**src/rtl/counter_pkg.sv**
```systemverilog
// Shared definitions for the BCD counter family: digit width and BCD helpers.
package counter_pkg;

  localparam int unsigned BCD_W = 4;

  function automatic logic is_bcd(input logic [BCD_W-1:0] digit);
    return digit <= 4'd9;
  endfunction

  // Wide enough for any pair of 4-bit digits, so illegal digits cannot alias.
  function automatic logic [7:0] bcd_to_bin2(input logic [BCD_W-1:0] tens,
                                             input logic [BCD_W-1:0] ones);
    return 8'(tens) * 8'd10 + 8'(ones);
  endfunction

endpackage

```
**src/rtl/bcd_digit_updown.sv**
```systemverilog
// One BCD decade counting 0..MAX in either direction, with a registered wrap pulse.
module bcd_digit_updown
  import counter_pkg::*;
#(
  parameter int unsigned MAX = 9
) (
  input  logic             clk,
  input  logic             reset_p,
  input  logic             en,
  input  logic             up,
  input  logic             load,
  input  logic [BCD_W-1:0] d,
  output logic [BCD_W-1:0] q,
  output logic             wrap
);

  localparam logic [BCD_W-1:0] MAX_D = BCD_W'(MAX);

  always_ff @(posedge clk) begin
    if (reset_p) begin
      q    <= '0;
      wrap <= 1'b0;
    end else begin
      wrap <= 1'b0;
      if (load) begin
        q <= d;
      end else if (en) begin
        if (up) begin
          if (q == MAX_D) begin
            q    <= '0;
            wrap <= 1'b1;
          end else begin
            q <= q + 1'b1;
          end
        end else begin
          if (q == '0) begin
            q    <= MAX_D;
            wrap <= 1'b1;
          end else begin
            q <= q - 1'b1;
          end
        end
      end
    end
  end

endmodule

```
**src/rtl/bcd_updown_counter_mod.sv**
```systemverilog
// Loadable two-digit BCD up/down counter with configurable modulus and wrap/stop behaviour.
module bcd_updown_counter_mod
  import counter_pkg::*;
#(
  parameter int unsigned MODULUS       = 60,
  parameter bit          STOP_AT_LIMIT = 1'b0
) (
  input  logic             clk,
  input  logic             reset_p,
  input  logic             clk_time,
  input  logic             up_down,
  input  logic             load_enable,
  input  logic [BCD_W-1:0] set_value1,
  input  logic [BCD_W-1:0] set_value10,
  output logic [BCD_W-1:0] dec1,
  output logic [BCD_W-1:0] dec10,
  output logic             dec_clk,
  output logic             zero,
  output logic             done,
  output logic             load_error
);

  localparam int unsigned      LAST   = MODULUS - 1;
  localparam logic [7:0]       LAST_B = 8'(LAST);
  localparam logic [BCD_W-1:0] LAST10 = BCD_W'(LAST / 10);
  localparam logic [BCD_W-1:0] LAST1  = BCD_W'(LAST % 10);

  logic [7:0]       count_b;
  logic             at_last, at_zero, load_ok;
  logic             step, hold, advance, term_wrap, lands;
  logic             ones_load, ones_en, tens_load, tens_en;
  logic [BCD_W-1:0] ones_d;
  logic             ones_wrap_unused;
  logic             zero_nxt;

  always_comb begin
    count_b   = bcd_to_bin2(dec10, dec1);
    at_last   = (count_b == LAST_B);
    at_zero   = (count_b == '0);
    load_ok   = is_bcd(set_value10) && is_bcd(set_value1) &&
                (bcd_to_bin2(set_value10, set_value1) <= LAST_B);

    step      = clk_time && !load_enable;
    hold      = STOP_AT_LIMIT && (up_down ? at_last : at_zero);
    advance   = step && !hold;
    term_wrap = advance && (up_down ? at_last : at_zero);
    lands     = advance && !term_wrap &&
                (up_down ? (count_b == LAST_B - 8'd1) : (count_b == 8'd1));

    // Terminal wrap forces the ones digit (LAST1 may not be 9); tens wraps
    // naturally at LAST10, so its wrap pulse is exactly the stage carry/borrow.
    ones_load = (load_enable && load_ok) || term_wrap;
    ones_d    = load_enable ? set_value1 : (up_down ? '0 : LAST1);
    ones_en   = advance;
    tens_load = load_enable && load_ok;
    tens_en   = advance && (up_down ? ((dec1 == 4'd9) || at_last) : (dec1 == '0));

    zero_nxt = zero;
    if (load_enable) begin
      if (load_ok) zero_nxt = (set_value10 == '0) && (set_value1 == '0);
    end else if (advance) begin
      zero_nxt = up_down ? term_wrap : (count_b == 8'd1);
    end
  end

  bcd_digit_updown #(.MAX(9)) u_ones (
    .clk     (clk),
    .reset_p (reset_p),
    .en      (ones_en),
    .up      (up_down),
    .load    (ones_load),
    .d       (ones_d),
    .q       (dec1),
    .wrap    (ones_wrap_unused)
  );

  bcd_digit_updown #(.MAX(LAST / 10)) u_tens (
    .clk     (clk),
    .reset_p (reset_p),
    .en      (tens_en),
    .up      (up_down),
    .load    (tens_load),
    .d       (set_value10),
    .q       (dec10),
    .wrap    (dec_clk)
  );

  always_ff @(posedge clk) begin
    if (reset_p) begin
      zero       <= 1'b1;
      done       <= 1'b0;
      load_error <= 1'b0;
    end else begin
      zero       <= zero_nxt;
      done       <= STOP_AT_LIMIT && lands;
      load_error <= load_enable && !load_ok;
    end
  end

endmodule

```
**config.mk**
```make
export PLATFORM = sky130hd
export DESIGN_NAME = bcd_updown_counter_mod
export DESIGN_NICKNAME = d
export VERILOG_FILES = /design/src/rtl/counter_pkg.sv /design/src/rtl/bcd_digit_updown.sv /design/src/rtl/bcd_updown_counter_mod.sv
export SDC_FILE = /design/constraint.sdc
export NUM_CORES = 1
export LEC_CHECK = 0
export CORE_UTILIZATION = 49
export CTS_CLUSTER_SIZE = 24
export DETAILED_ROUTE_END_ITERATION = 6
export GPL_TIMING_DRIVEN = 0
export PLACE_DENSITY = 0.78
export SYNTH_ARGS = -nofsm -noshare
export SYNTH_HDL_FRONTEND = slang
export SYNTH_SLANG_ARGS = --single-unit
```
**constraint.sdc**
```tcl
create_clock -name clk -period 3.92 [get_ports clk]
set_input_delay 0.784 -clock clk [delete_from_list [all_inputs] [get_ports clk]]
set_output_delay 0.784 -clock clk [all_outputs]
set_load 0.05 [all_outputs]
```
==> metrics.csv <==
stage;metric;value;unit
drt;post-route ant nets;0;
power;internal power;0.280;mW
global_routing;layer with the highest usage;met2;
sta;post-route minimum period;3640;ps
clocking;clk sinks;11;
drt;final WL;3.78;mm
yosys;Mapped Cells;206;
sta;final setup vio count;0;
yosys;Syn Area/Cell;7.64;sq um
finish;commonest non-fill, non-tap cell in the layout;clkdlybuf4s50_1;
drt;First DRT Iteration DRCs;86;
sta;RSZ-0062 raised after global routing;false;
clocking;Reg clk slew, reported paths;80;ps
clocking;Post-CTS Setup Bufs;0;
yosys;dominant synthesized flop cell;dfxtp_1;
min_path;Hold EP;zero$_SDFFE_PP1P_;
sta;worst slew pin tran;520;ps
placed_design;DP Area;0.00185;sq mm
power;worst vdd ir;0.000160;V
clocking;CTS buffer count;3;
global_routing;grt met2 use;38.4;%
clocking;H-tree depth;1;
power;leak pwr;0.762;nW
setup_path;CP Capture Type;register;
sta;worst setup margin;283;ps
power;Design Power;0.517;mW
placed_design;DP Worst Slack;-217;ps
global_routing;first-pass GRT wire length;6.51;mm
power;Clk pwr share;15.7;%
power;sw frac;45.8;%
floorplanning;die area;0.00344;sq mm
setup_path;CP Max Fanout;6;
yosys;Synth Register Bits;11;
run_status;status;complete, no violations;
yosys;register area share after synthesis;14.0;%
setup_path;Critical Path RT;4060;ps
power;pwr dens;272;mW/mm^2
clocking;CTS tree;built;
setup_path;worst reg2reg path depth;10;
power;sequential share of power;27.2;%
floorplanning;Die X;58.7;um
drt;DR DRC count;0;
floorplanning;Core ar.;0.00305;sq mm
drt;vias per inst;5.78;
drt;wire per inst;13.7;um
setup_path;Worst setup startpoint;set_value10[2];
sta;Sum Neg Setup Slack;0;ps
sta;Fin. Hold Viols;0;
finish;Final nets;264;
min_path;Worst Hold Class;register to register;
finish;Final Cell Area;0.00190;sq mm
floorplanning;row count;20;
placed_design;DP HPWL;2.90;mm
power;Comb pwr share;57.1;%
floorplanning;initial core utilization;51.6;%
setup_path;Reg2Reg Launch Point;u_tens.q[1]$_SDFFE_PP0P_;
global_routing;Overflow after GRT;0;
sta;fin crit share;92.8;%
global_routing;all-layer global routing usage;24.1;%
setup_path;R2R setup slack;710;ps
global_routing;largest net degree at the start of global routing;14;
placed_design;Port Buffer Count;22;
global_routing;vias in the first global route;1441;
yosys;Post-Syn Area;0.00157;sq mm
yosys;Ys Warns;0;
sta;max_slew headroom;65.4;%
sta;Max Slew Vio Count;0;
placed_design;RD Place Congestion;0.837;
yosys;Mapped Nets;237;
flow_run;max cap viols;0;
yosys;FFs w/ async S/R, synth;0;%
finish;layout cell share with drive strength beyond 1;9.05;%
clocking;post_cts resized;0;
yosys;number of synthesized flops with an enable pin;0;
drt;DR vias;1596;
global_routing;initial antenna violation count;0;
drt;Pre-antenna DRT Iters;4;
finish;layout filler cell count;278;
finish;most frequent cells in the layout;20 x clkdlybuf4s50_1, 15 x a21oi_1;
power;NetSw;0.237;mW
clocking;clock root cell;clkbuf_4;
finish;Ant. Diodes;0;
clocking;CTS Hold Bufs;0;
finish;Area Overhead vs Synth;20.7;%
setup_path;Startpoint Class;input port;
global_routing;met3 GRT Util;4.40;%
global_routing;routing usage on met1;33.0;%
setup_path;Worst R2R End;u_tens.q[3]$_SDFFE_PP0P_;
sta;worst hold slack;519;ps
min_path;hold path start;zero$_SDFFE_PP1P_;
floorplanning;DIE HEIGHT;58.7;um
clocking;worst skew pair latency;270;ps
setup_path;critical path type;input port to register;
setup_path;Critical Path AT;3770;ps
clocking;clk buf depth;2;
sta;Fmax;275;MHz
floorplanning;Ports;25;
sta;clock skew;0.868;ps
yosys;Synth cell types;59;
min_path;hold depth;2;
[cells in the mapped netlist, drive strengths merged (2+ instances only)]
library cell | count | area, sq um
or2 | 2 | 12.5
nand2 | 12 | 45.0
nor4 | 4 | 25.0
a21oi | 16 | 91.3
nand3 | 14 | 70.1
a21o | 2 | 15.0
a31oi | 5 | 31.3
nand4 | 2 | 12.5
o211a | 2 | 20.0
nor3 | 7 | 35.0
and3 | 2 | 12.5
or3 | 2 | 17.5
inv | 14 | 52.6
and2 | 2 | 12.5
o2bb2ai | 2 | 17.5
xor2 | 2 | 17.5
fa | 4 | 80.1
ha | 14 | 175
a311oi | 2 | 17.5
nand2b | 5 | 38.8
o41ai | 2 | 36.3
nor2 | 14 | 52.6
a2111oi | 4 | 55.1
nor2b | 5 | 31.3
buf | 4 | 28.8
xnor2 | 5 | 43.8
o21a | 2 | 16.3
o21ai | 14 | 70.1
clkbuf | 8 | 30.0
dfxtp | 11 | 220
o2111ai | 2 | 17.5
o211ai | 2 | 20.0
mux2i | 2 | 20.0
o221ai | 2 | 17.5
[per-layer routing]
| layer | vias to the layer above | routed length [um] |
|---|---|---|
| met4 | 0 | 57 |
| met5 | - | 0 |
| met2 | 35 | 1720 |
| met1 | 735 | 1850 |
| li1 | 818 | - |
| met3 | 8 | 148 |
[registers in the layout, summed over array words and instances, names as in the netlist]
signal,cells
u_ones.q,4
u_tens.q,4
u_tens.wrap,1
load_error,1
zero,1
[cell type report]
class                           count  area [sq um]  share of cell area [%]
Inverter                           14          52.6                    2.76
Timing Repair Buffer               22           225                    11.8
Clock buffer                        4          26.3                    1.38
Multi-Input combinational cell    169          1260                    66.4
Tap cell                           44          55.1                    2.90
Sequential cell                    11           220                    11.6
Buffer                             12          58.8                    3.09
[metrics by stage]
stage	util, %	std cells
2_1_floorplan	-	206
3_3_place_gp	60.6	272
3_5_place_dp	60.6	272
4_1_cts	61.4	276
5_1_grt	62.3	276
6_report	62.3	276
[worst max-delay path: stages]
cell,delay (ps)
clkdlybuf4s50_1,590
ha_1,190
ha_1,170
inv_1,60
fa_1,550
nand3_1,120
a2111oi_2,380
maj3_1,250
o21ai_1,90
and2_1,150
buf_2,150
nor3_1,220
a2111oi_2,80
[logic make-up after synthesis]
| group | after synthesis | share of synthesized area (%) |
|---|---|---|
| adder cells (fa/ha/maj) | 19 | 16.9 |
| XOR/XNOR | 7 | 3.90 |
| multiplexers | 2 | 1.27 |
| AND/OR/NAND/NOR | 77 | 26.4 |
| other | 1 | 0.238 |
| buffers and inverters | 26 | 7.07 |
| AO/OA/AOI/OAI | 63 | 30.3 |
| flip-flops | 11 | 14.0 |
[worst max-delay path by stage]
| stage | end | cells past startpoint |
|---|---|---|
| 6_report | u_ones.q[0]$_SDFFE_PP0P_ | 13 |
| 5_1_grt | u_ones.q[2]$_SDFFE_PP0P_ | 13 |
| 4_1_cts | u_ones.q[2]$_SDFFE_PP0P_ | 12 |
| 3_5_place_dp | u_ones.q[2]$_SDFFE_PP0P_ | 12 |
| 3_3_place_gp | u_ones.q[2]$_SDFFE_PP0P_ | 12 |
| 2_1_floorplan | u_tens.q[3]$_SDFFE_PP0P_ | 10 |
[power by group through the flow]
stage                     Sequential (mW)  Combinational [mW]  Clock, mW
after floorplan                     0.177               0.175          0
after global routing                0.143               0.325     0.0882
after global placement              0.143               0.282          0
after CTS                           0.141               0.287     0.0835
after detailed placement            0.143               0.284          0
final                               0.141               0.295     0.0812
Power figures use the tool's default switching activity.
